<file path="config.mk">
export PLATFORM = sky130hd
export DESIGN_NAME = ad5676r_multi_writer
export DESIGN_NICKNAME = d
export VERILOG_FILES = /design/src/rtl/ad5676r_multi_writer.sv
export SDC_FILE = /design/constraint.sdc
export NUM_CORES = 1
export LEC_CHECK = 0
export BUFFER_PORTS_ARGS = -buffer_cell sky130_fd_sc_hd__buf_2
export CAP_MARGIN = 25
export CORE_UTILIZATION = 57
export CTS_BUF_LIST = sky130_fd_sc_hd__clkbuf_16
export DETAILED_ROUTE_END_ITERATION = 10
export MAX_ROUTING_LAYER = met4
export PLACE_DENSITY = 0.75
export RECOVER_POWER = 100
export REMOVE_ABC_BUFFERS = 1
export SKIP_CTS_REPAIR_TIMING = 1
export SYNTH_ARGS = -nofsm -noshare
export SYNTH_HDL_FRONTEND = slang
export SYNTH_SLANG_ARGS = --single-unit
</file>
<file path="constraint.sdc">
create_clock -name clk -period 7.3 [get_ports clk]
set_input_delay 0.73 -clock clk [delete_from_list [all_inputs] [get_ports clk]]
set_output_delay 0.73 -clock clk [all_outputs]
set_load 0.01 [all_outputs]
</file>
<file path="src/rtl/ad5676r_multi_writer.sv">
// ad5676r_multi_writer
// Buffers host write commands in a small FIFO and serialises each one as a
// 24-bit AD5676R frame: SYNC low, 24 SCLK falling edges, MSB first.
//
// Optional feature: define DAC_LDAC_PULSE_EN to add da_ldac_inv and an LDAC
// state. After a code 4'h1 frame, if no further work is queued, LDAC is
// pulsed low for 2*SCLK_DIV cycles.
//
// Parameters:
//   NUM_CH      number of addressable DAC channels (1..8)
//   SCLK_DIV    da_sclk half-period in clk cycles (>=1)
//   FIFO_DEPTH  command FIFO entries (power of 2, >=2)
//   SYNC_GAP    clk cycles spent in GAP after each frame (>=1)
//
// Ports:
//   clk, rst                  system clock, async active-high reset
//   cmd_valid / cmd_ready     command handshake (ready = FIFO not full)
//   cmd_code/addr/data        command nibble, channel address, 16-bit code
//   err_addr                  one-cycle pulse when a bad address is rejected
//   busy                      FIFO non-empty or frame in progress
//   da_sclk, da_sdin          serial clock (idles high) and data
//   da_sync_inv               active-low frame sync
//   da_ldac_inv               active-low LDAC (only with DAC_LDAC_PULSE_EN)

module ad5676r_multi_writer #(
    parameter int unsigned NUM_CH     = 8,
    parameter int unsigned SCLK_DIV   = 2,
    parameter int unsigned FIFO_DEPTH = 4,
    parameter int unsigned SYNC_GAP   = 2
) (
    input  logic        clk,
    input  logic        rst,
    input  logic        cmd_valid,
    output logic        cmd_ready,
    input  logic [3:0]  cmd_code,
    input  logic [3:0]  cmd_addr,
    input  logic [15:0] cmd_data,
    output logic        err_addr,
    output logic        busy,
    output logic        da_sclk,
    output logic        da_sdin,
`ifdef DAC_LDAC_PULSE_EN
    output logic        da_ldac_inv,
`endif
    output logic        da_sync_inv
);

    localparam int unsigned AW    = (FIFO_DEPTH > 1) ? $clog2(FIFO_DEPTH) : 1;
    localparam int unsigned CNT_W = AW + 1;

    localparam logic [15:0] DIV_LAST  = 16'(SCLK_DIV - 1);
    localparam logic [15:0] GAP_LAST  = 16'(SYNC_GAP - 1);
`ifdef DAC_LDAC_PULSE_EN
    localparam logic [15:0] LDAC_LAST = 16'(2 * SCLK_DIV - 1);
`endif

`ifdef DAC_LDAC_PULSE_EN
    typedef enum logic [2:0] {StIdle, StLoad, StShift, StGap, StLdac} state_e;
`else
    typedef enum logic [2:0] {StIdle, StLoad, StShift, StGap} state_e;
`endif

    state_e state_q, state_d;

    // ---------------- command FIFO ----------------
    logic [23:0]      mem [FIFO_DEPTH];
    logic [AW-1:0]    wr_ptr_q, rd_ptr_q;
    logic [CNT_W-1:0] count_q;
    logic             fifo_full, fifo_empty, addr_ok, push, pop;
    logic [23:0]      fifo_head;
    logic             err_q;

    assign fifo_full  = (count_q == CNT_W'(FIFO_DEPTH));
    assign fifo_empty = (count_q == '0);
    assign cmd_ready  = !fifo_full;
    assign addr_ok    = ({28'd0, cmd_addr} < NUM_CH);
    assign push       = cmd_valid && cmd_ready && addr_ok;
    // LOAD is only entered with the FIFO non-empty, so it always pops.
    assign pop        = (state_q == StLoad);
    assign fifo_head  = mem[rd_ptr_q];

    always_ff @(posedge clk) begin
        if (push) begin
            mem[wr_ptr_q] <= {cmd_code, cmd_addr, cmd_data};
        end
    end

    always_ff @(posedge clk or posedge rst) begin
        if (rst) begin
            wr_ptr_q <= '0;
            rd_ptr_q <= '0;
            count_q  <= '0;
            err_q    <= 1'b0;
        end else begin
            err_q <= cmd_valid && cmd_ready && !addr_ok;
            if (push) wr_ptr_q <= wr_ptr_q + 1'b1;
            if (pop)  rd_ptr_q <= rd_ptr_q + 1'b1;
            case ({push, pop})
                2'b10:   count_q <= count_q + 1'b1;
                2'b01:   count_q <= count_q - 1'b1;
                default: count_q <= count_q;
            endcase
        end
    end

    // ---------------- FSM: state register ----------------
    always_ff @(posedge clk or posedge rst) begin
        if (rst) state_q <= StIdle;
        else     state_q <= state_d;
    end

    // ---------------- datapath: counters and shifter ----------------
    logic [15:0] cnt_q;     // cycles in state; in SHIFT, cycles within a half-period
    logic [5:0]  phase_q;   // SCLK half-period index 0..47 during SHIFT
    logic [23:0] sreg_q;
`ifdef DAC_LDAC_PULSE_EN
    logic [3:0]  last_code_q;
`endif

    always_ff @(posedge clk or posedge rst) begin
        if (rst) begin
            cnt_q   <= '0;
            phase_q <= '0;
            sreg_q  <= '0;
`ifdef DAC_LDAC_PULSE_EN
            last_code_q <= '0;
`endif
        end else begin
            if (state_d != state_q || (state_q == StShift && cnt_q == DIV_LAST)) begin
                cnt_q <= '0;
            end else if (state_q != StIdle) begin
                cnt_q <= cnt_q + 1'b1;
            end

            if (state_q == StLoad) begin
                sreg_q  <= fifo_head;
                phase_q <= '0;
`ifdef DAC_LDAC_PULSE_EN
                last_code_q <= fifo_head[23:20];
`endif
            end else if (state_q == StShift && cnt_q == DIV_LAST) begin
                phase_q <= phase_q + 1'b1;
                // End of a low half-period: SCLK rises, present the next bit.
                if (phase_q[0]) sreg_q <= {sreg_q[22:0], 1'b0};
            end
        end
    end

    // ---------------- FSM: next state ----------------
    always_comb begin
        state_d = state_q;
        case (state_q)
            StIdle:  if (!fifo_empty) state_d = StLoad;
            StLoad:  state_d = StShift;
            StShift: if (phase_q == 6'd47 && cnt_q == DIV_LAST) state_d = StGap;
            StGap: begin
                if (cnt_q == GAP_LAST) begin
`ifdef DAC_LDAC_PULSE_EN
                    if (last_code_q == 4'h1 && fifo_empty) state_d = StLdac;
                    else                                   state_d = StIdle;
`else
                    state_d = StIdle;
`endif
                end
            end
`ifdef DAC_LDAC_PULSE_EN
            StLdac:  if (cnt_q == LDAC_LAST) state_d = StIdle;
`endif
            default: state_d = StIdle;
        endcase
    end

    // ---------------- FSM: outputs ----------------
    // Decoded from registered state so reset forces idle levels at once.
    always_comb begin
        da_sync_inv = 1'b1;
        da_sclk     = 1'b1;
        da_sdin     = 1'b0;
        if (state_q == StShift) begin
            da_sync_inv = 1'b0;
            da_sclk     = ~phase_q[0];
            da_sdin     = sreg_q[23];
        end
`ifdef DAC_LDAC_PULSE_EN
        da_ldac_inv = (state_q != StLdac);
`endif
    end

    assign busy     = (state_q != StIdle) || !fifo_empty;
    assign err_addr = err_q;

endmodule

</file>
==> Implementation_results.wiki, run 1 <==
{| class="wikitable"
! Metric !! Value
|-
| Smallest setup slack after layout || 3.24 ns
|-
| Power per unit of standard cell area || 359 mW/mm2
|-
| Remaining antenna violation count after routing || 0
|-
| Critical path arrival || 3.33 ns
|-
| Number of filler cells placed in the layout || 765
|-
| Number of antenna violations at the first check in global routing || 0
|-
| Failing checks || max-capacitance violations, max-slew violations
|-
| Highest clock frequency the design can meet || between 200 and 250 MHz
|-
| WL/cell || ~19 um
|-
| Clock latency of the later-clocked register in the worst-skew pair || around 0.42 ns
|-
| Area delta synth->final || 13.3%
|-
| Buffer levels on the longest clock path || 2
|-
| Wire length of the first global-routing pass || 19500 um
|-
| Most common flop cell mapped by yosys || sky130_fd_sc_hd__edfxtp_1
|-
| Leakage component of the power || 2.54 nW
|-
| Post-route clock skew || 0.00533 ns
|-
| Element type at the critical path start || flip-flop
|-
| EDFF count, synth || 96
|-
| Kind of cell adding the most delay to the critical path || simple AND/OR/NAND/NOR gates
|-
| Post-CTS clock slew at the launch and capture registers of the worst setup and hold paths || ~0.060 ns
|-
| Kind of critical path || flip-flop to output pin
|-
| Number of primary I/O pins || 33
|-
| Mean area per synthesized cell || 14.3 um2
|-
| DRC violation count after routing || 0
|-
| Antenna cell count || 0
|-
| Sequential element share of the synthesized area || between 60 and 70%
|-
| Endpoint kind of the worst setup timing path || output pin
|-
| Slowest-stage cell, CP || sky130_fd_sc_hd__and2_0
|-
| Grt total ovfl || 0
|-
| HPWL Detailed || 7240 um
|-
| Core area || 0.0108 mm2
|-
| Number of I/O port buffers || 32
|-
| Synth top area share || 45.3%
|-
| First-pass iteration count of the detailed router || 4
|-
| Rows || 38
|-
| Cell area after placement || 0.00669 mm2
|-
| Number of warnings reported in the yosys synthesis log || 0
|-
| Max IR drop VDD || between 0.2 and 0.25 mV
|-
| Crit share post-route || 55.7%
|-
| Full die area || 0.0116 mm2
|-
| Asr flop ratio synth || between 30% and 40%
|-
| Effective utilization at floorplan || roughly 59%
|-
| Worst hold slack || 0.498 ns
|-
| Critical path buffers and inverters || 2
|-
| Number of max-cap violations || 3
|-
| Num CTS Buffers || 17
|-
| Result of the run || finished, violations left
|-
| Slowest stage delay, CP || 0.97 ns
|-
| #FFs+latches synth || 153
|-
| Number of cells produced by synthesis || 445
|-
| CTS Root Buffer Type || sky130_fd_sc_hd__clkbuf_16
|-
| Final Max Slew Viols || 97
|-
| Maximum number of pins on one net before global-route repair || 58
|-
| Wire length after detailed routing || 11900 um
|-
| DRC marker count from the first detailed-route iteration || about 370
|-
| Post-Place Worst Slack || 4.03 ns
|-
| Clock H-tree levels || 4
|-
| Non-filler cells, final || 630
|-
| Number of hold violations in the final report || 0
|-
| Worst slew pin tran || 3.12 ns
|-
| RSZ-0062 raised after global routing || false
|-
| Relative slew margins || -108%
|-
| Utilization of the core after routing || 66.6%
|-
| Combined area of all synthesized cells || between 0.006 and 0.007 mm2
|-
| Number of different library cells in the post-synthesis netlist || 37
|-
| Biggest area contributors in the synthesized netlist || sky130_fd_sc_hd__edfxtp_1, sky130_fd_sc_hd__dfrtp_1, sky130_fd_sc_hd__mux4_2
|-
| Number of nets in the layout || 513
|-
| Final Instance Area || just over 0.007 mm2
|-
| CP max FO || 29
|-
| Placed Cells incl. Taps || 598
|-
| Setup TNS || 0 ns
|-
| Most frequent cells after synthesis || sky130_fd_sc_hd__edfxtp_1, sky130_fd_sc_hd__dfrtp_1, sky130_fd_sc_hd__nor2_1
|-
| Final critical path time including I/O delays and setup || 4.06 ns
|-
| Post-layout power || 2.59 mW
|-
| Vertical extent of the die || 108 um
|-
| Final RePlAce weighted congestion || 0.785
|-
| Clock Sink Count || about 150
|-
| Hold Path Class || flip-flop to flip-flop
|-
| Library cell with the highest instance count after synthesis || sky130_fd_sc_hd__edfxtp_1
|-
| TritonCTS clock tree || yes
|-
| Via count || 3762
|-
| Combined global-route utilization of all metal layers || a little under a quarter
|-
| Cell accounting for the most synthesized area || sky130_fd_sc_hd__edfxtp_1
|-
| Cells along the critical path || nor3b_1 > and2_0 > inv_1 > clkbuf_1
|-
| Vias in the first global route || 3819
|-
| Width of the chip || between 100 and 150 um
|-
| Detail-routed via count per cell || 5.97
|-
| Setup violators final || 0
|-
| Data required, critical path || between 6 and 7 ns
|-
| Fraction of layout instances using a drive strength above 1 || 12.9%
|}
-- layout make-up --
class | count | area, um2 | share of cell area (%)
sequential | 153 | 4310 | 59.7
multi-input combinational | 253 | 1900 | 26.4
clock buffer | 17 | 425 | 5.90
timing repair buffer | 40 | 181 | 2.51
tap | 140 | 175 | 2.43
clock inverter | 15 | 174 | 2.41
inverter | 12 | 45.0 | 0.624
-- worst paths after layout --
kind	startpoint	endpoint	slack, ns	cells past startpoint
worst max-delay path	state_q[1]	da_sclk	3.24	4
worst min-delay path	count_q[2]	count_q[2]	0.50	1
worst max register to register	cnt_q[1]	sreg_q[13]	3.69	7
worst min register to register	count_q[2]	count_q[2]	0.50	1
max in group asynchronous	rst	sreg_q[8]	4.05	3
min in group asynchronous	rst	cnt_q[13]	1.48	3
-- layout by cell type (no fill, tap or decap), types with 2 or more instances in the layout --
cell	count
sky130_fd_sc_hd__a21oi_1	35
sky130_fd_sc_hd__xnor2_1	6
sky130_fd_sc_hd__inv_8	2
sky130_fd_sc_hd__or4_1	9
sky130_fd_sc_hd__clkinv_4	2
sky130_fd_sc_hd__nand2_1	14
sky130_fd_sc_hd__or3_1	3
sky130_fd_sc_hd__nand4_1	4
sky130_fd_sc_hd__inv_6	2
sky130_fd_sc_hd__nor3b_1	2
sky130_fd_sc_hd__nor2_1	40
sky130_fd_sc_hd__inv_1	11
sky130_fd_sc_hd__mux4_2	24
sky130_fd_sc_hd__nor3_1	5
sky130_fd_sc_hd__or3b_2	2
sky130_fd_sc_hd__a31oi_1	24
sky130_fd_sc_hd__dfrtp_1	57
sky130_fd_sc_hd__clkbuf_1	35
sky130_fd_sc_hd__bufinv_16	3
sky130_fd_sc_hd__and2_0	6
sky130_fd_sc_hd__ha_1	8
sky130_fd_sc_hd__clkinv_1	4
sky130_fd_sc_hd__o31ai_1	6
sky130_fd_sc_hd__and3_1	6
sky130_fd_sc_hd__clkbuf_16	17
sky130_fd_sc_hd__edfxtp_1	96
sky130_fd_sc_hd__xor2_1	11
sky130_fd_sc_hd__and4_1	2
sky130_fd_sc_hd__nand3_1	5
sky130_fd_sc_hd__o21ai_0	30
sky130_fd_sc_hd__clkinv_2	3
sky130_fd_sc_hd__buf_2	3
-- report_power, final --
part	switching (mW)	internal [mW]	total, mW
Sequential	0.0878	1.08	1.17
Combinational	0.291	0.246	0.537
Clock	0.346	0.539	0.886
-- flip-flops by register name (all words and copies together), names as in the netlist --
name and count:
state_q 3, sreg_q 24, cnt_q 16, phase_q 6
rd_ptr_q 2, mem 96, err_addr 1, count_q 3
wr_ptr_q 2
-- cell families after synthesis --
| logic type | after synthesis | share of synthesized area, % |
|---|---|---|
| adder cells (fa/ha/maj) | 9 | 1.89 |
| buffers and inverters | 39 | 2.32 |
| other | 1 | 0.0589 |
| flip-flops | 153 | 67.7 |
| AND/OR/NAND/NOR | 102 | 8.31 |
| multiplexers | 26 | 8.82 |
| XOR/XNOR | 17 | 2.34 |
| AO/OA/AOI/OAI | 98 | 8.59 |
-- routing by layer --
metal	vias up	GRT usage, %	part of all wire, %
li1	1758	-	-
met2	78	37.9	52
met3	14	6.42	3.5
met4	0	8.71	1.7
met1	1912	28.9	43
met5	-	-	0
-- worst register-to-register path: stages (launching register included) --
cell	delay, ns
sky130_fd_sc_hd__dfrtp_1	0.41
sky130_fd_sc_hd__inv_1	0.07
sky130_fd_sc_hd__ha_1	0.15
sky130_fd_sc_hd__or3b_2	0.47
sky130_fd_sc_hd__nor4_1	1.43
sky130_fd_sc_hd__clkbuf_1	0.57
sky130_fd_sc_hd__a31oi_1	0.24
sky130_fd_sc_hd__a21oi_1	0.19
Power figures use the tool's default switching activity.
==> inputs of run 2 (changes only) <==
--- a/config.mk
+++ b/config.mk
@@ -7,11 +7,11 @@
 export LEC_CHECK = 0
 export BUFFER_PORTS_ARGS = -buffer_cell sky130_fd_sc_hd__buf_2
 export CAP_MARGIN = 25
-export CORE_UTILIZATION = 57
+export CORE_UTILIZATION = 55
 export CTS_BUF_LIST = sky130_fd_sc_hd__clkbuf_16
 export DETAILED_ROUTE_END_ITERATION = 10
 export MAX_ROUTING_LAYER = met4
-export PLACE_DENSITY = 0.75
+export PLACE_DENSITY = 0.76
 export RECOVER_POWER = 100
 export REMOVE_ABC_BUFFERS = 1
 export SKIP_CTS_REPAIR_TIMING = 1
==> constraint.sdc (replaced) <==
create_clock -name clk -period 3.3 [get_ports clk]
set_input_delay 0.33 -clock clk [delete_from_list [all_inputs] [get_ports clk]]
set_output_delay 0.33 -clock clk [all_outputs]
set_load 0.01 [all_outputs]
==> Implementation_results.wiki, run 2 (synthesized netlist as in run 1, its figures left out) <==
{| class="wikitable"
! Metric !! Value
|-
| Result of the run || finished, violations left
|-
| Failing checks || max-capacitance violations, max-slew violations
|-
| Combined global-route utilization of all metal layers || 23.3%
|-
| Grt total ovfl || 0
|-
| Area taken by multi-input logic gates || 0.00190 mm2
|-
| Clock latency of the later-clocked register in the worst-skew pair || 0.43 ns
|-
| Endpoint kind of the worst setup timing path || flip-flop
|-
| Top routing layer used || met4
|-
| Max IR drop VDD || 0.535 mV
|-
| Number of primary I/O pins || 33
|-
| Hold Path Class || input port to flip-flop
|-
| Met3 wirelength from detailed routing || 582 um
|-
| Final Max Slew Viols || 74
|-
| RSZ-0062 raised after global routing || false
|-
| Biggest register || mem
|-
| HPWL Detailed || 7010 um
|-
| Setup TNS || 0 ns
|-
| Rows || 38
|-
| Most frequent standard cell in the layout excluding fill and tap cells || sky130_fd_sc_hd__edfxtp_1
|-
| Critical path arrival || 3.04 ns
|-
| CTS Root Buffer Type || sky130_fd_sc_hd__clkbuf_16
|-
| Relative slew margins || -4.64%
|-
| Most numerous cell on the critical path || sky130_fd_sc_hd__or4_1
|-
| Remaining antenna violation count after routing || 0
|-
| Data required, critical path || 3.59 ns
|-
| Post-layout power || 5.69 mW
|-
| Met2 routed wirelength || just over 6000 um
|-
| Final RePlAce weighted congestion || 0.801
|-
| DRC violation count after routing || 0
|-
| Maximum number of pins on one net before global-route repair || 33
|-
| Crit share post-route || 83.2%
|-
| Clock Sink Count || ~150
|-
| Met1 Wirelength || 4790 um
|-
| DRC marker count from the first detailed-route iteration || 305
|-
| Flip-flop count of the largest register, all copies and words added || 96
|-
| Slowest-stage cell, CP || sky130_fd_sc_hd__or4_1
|-
| Clock H-tree levels || 4
|-
| Element type at the critical path start || flip-flop
|-
| First-pass iteration count of the detailed router || 5
|-
| Via count || 3780
|-
| Most used cells in the layout excluding fill and tap cells || sky130_fd_sc_hd__edfxtp_1, sky130_fd_sc_hd__dfrtp_1, sky130_fd_sc_hd__nor2_1
|-
| Vertical extent of the die || between 100 and 150 um
|-
| Fraction of layout instances using a drive strength above 1 || around 14%
|-
| Post-CTS clock slew at the launch and capture registers of the worst setup and hold paths || around 0.060 ns
|-
| Final critical path time including I/O delays and setup || 2.75 ns
|-
| Antenna cell count || 0
|-
| Post-route clock skew || 0.00696 ns
|-
| Wire length of the first global-routing pass || a little under 20000 um
|-
| Number of hold violations in the final report || 0
|-
| Full die area || 0.0120 mm2
|-
| Worst slew pin tran || 1.57 ns
|-
| Number of I/O port buffers || 32
|-
| CP max FO || 26
|-
| Combined flip-flop and latch cell area || roughly 0.0043 mm2
|-
| Vias in the first global route || just under 4000
|-
| Cells along the critical path || or4_1 > or4_1 > clkbuf_1 > o31ai_1 > a21oi_1
|-
| Effective utilization at floorplan || 57.5%
|-
| Num CTS Buffers || 17
|-
| Power per unit of standard cell area || 788 mW/mm2
|-
| Wire length after detailed routing || roughly 12000 um
|-
| Number of antenna violations at the first check in global routing || 0
|-
| Slowest stage delay, CP || 0.66 ns
|-
| Kind of critical path || flip-flop to flip-flop
|-
| WL/cell || 18.3 um
|-
| Width of the chip || 110 um
|-
| Number of nets in the layout || slightly above 500
|-
| Core area || about 0.011 mm2
|-
| Setup violators final || 0
|-
| Area delta synth->final || 13.5%
|-
| Number of filler cells placed in the layout || 794
|-
| Top Registers || mem (96), sreg_q (24), cnt_q (16)
|-
| Highest clock frequency the design can meet || about 360 MHz
|-
| Detail-routed via count per cell || 5.95
|-
| Number of max-cap violations || 3
|-
| Leakage component of the power || 2.56 nW
|-
| TritonCTS clock tree || yes
|-
| Buffer levels on the longest clock path || 2
|}
-- run 2: stage by stage --
step                      instance area, um2  util, %  hold slack (ns)  instances  worst slack, ns
after floorplan                         6260        -            0.429        418            0.589
final                                   7230     65.2            0.155        635            0.553
after global placement                  6720     60.7            0.456        603            0.853
after global routing                    7230     65.2            0.141        635            0.311
after CTS                               7310     66.0         -0.00406        635            0.710
after detailed placement                6720     60.7            0.458        603            0.790
-- run 2: path summary, 6_finish.rpt --
check / startpoint / to / slack, ns / cells past startpoint
setup / recovery: cnt_q[9] / phase_q[5] / 0.55 / 5
hold reg to reg: count_q[2] / count_q[2] / 0.49 / 1
max in group asynchronous: rst / sreg_q[8] / 1.83 / 3
min in group asynchronous: rst / wr_ptr_q[1] / 0.19 / 2
hold / removal: cmd_addr[1] / mem[1][17] / 0.15 / 1
setup reg to reg: cnt_q[9] / phase_q[5] / 0.55 / 5
-- run 2: layout make-up --
cell class | instances | share of cell area [%]
Clock buffer | 17 | 5.89
Tap cell | 140 | 2.42
Inverter | 12 | 0.623
Clock inverter | 15 | 2.27
Timing Repair Buffer | 45 | 2.82
Sequential cell | 153 | 59.6
Multi-Input combinational cell | 253 | 26.4
-- run 2: worst max-delay path: cells and delay by family, from the launching register on --
| kind | cells | cell delay (ns) |
|---|---|---|
| compound gates | 2 | 0.47 |
| buf+inv | 1 | 0.46 |
| flops | 1 | 0.42 |
| simple gates | 2 | 1.27 |
-- run 2: per-layer routing --
layer / up-vias / track usage (%)
li1: 1758 / -
met1: 1901 / 27.4
met2: 107 / 37.0
met3: 14 / 8.77
met4: 0 / 8.38
met5: - / -
-- run 2: report_power, final --
part | switching [mW] | total, mW | internal (mW)
clock network | 0.790 | 1.92 | 1.13
registers | 0.219 | 2.61 | 2.39
logic | 0.622 | 1.17 | 0.545
total | 1.63 | 5.69 | 4.06
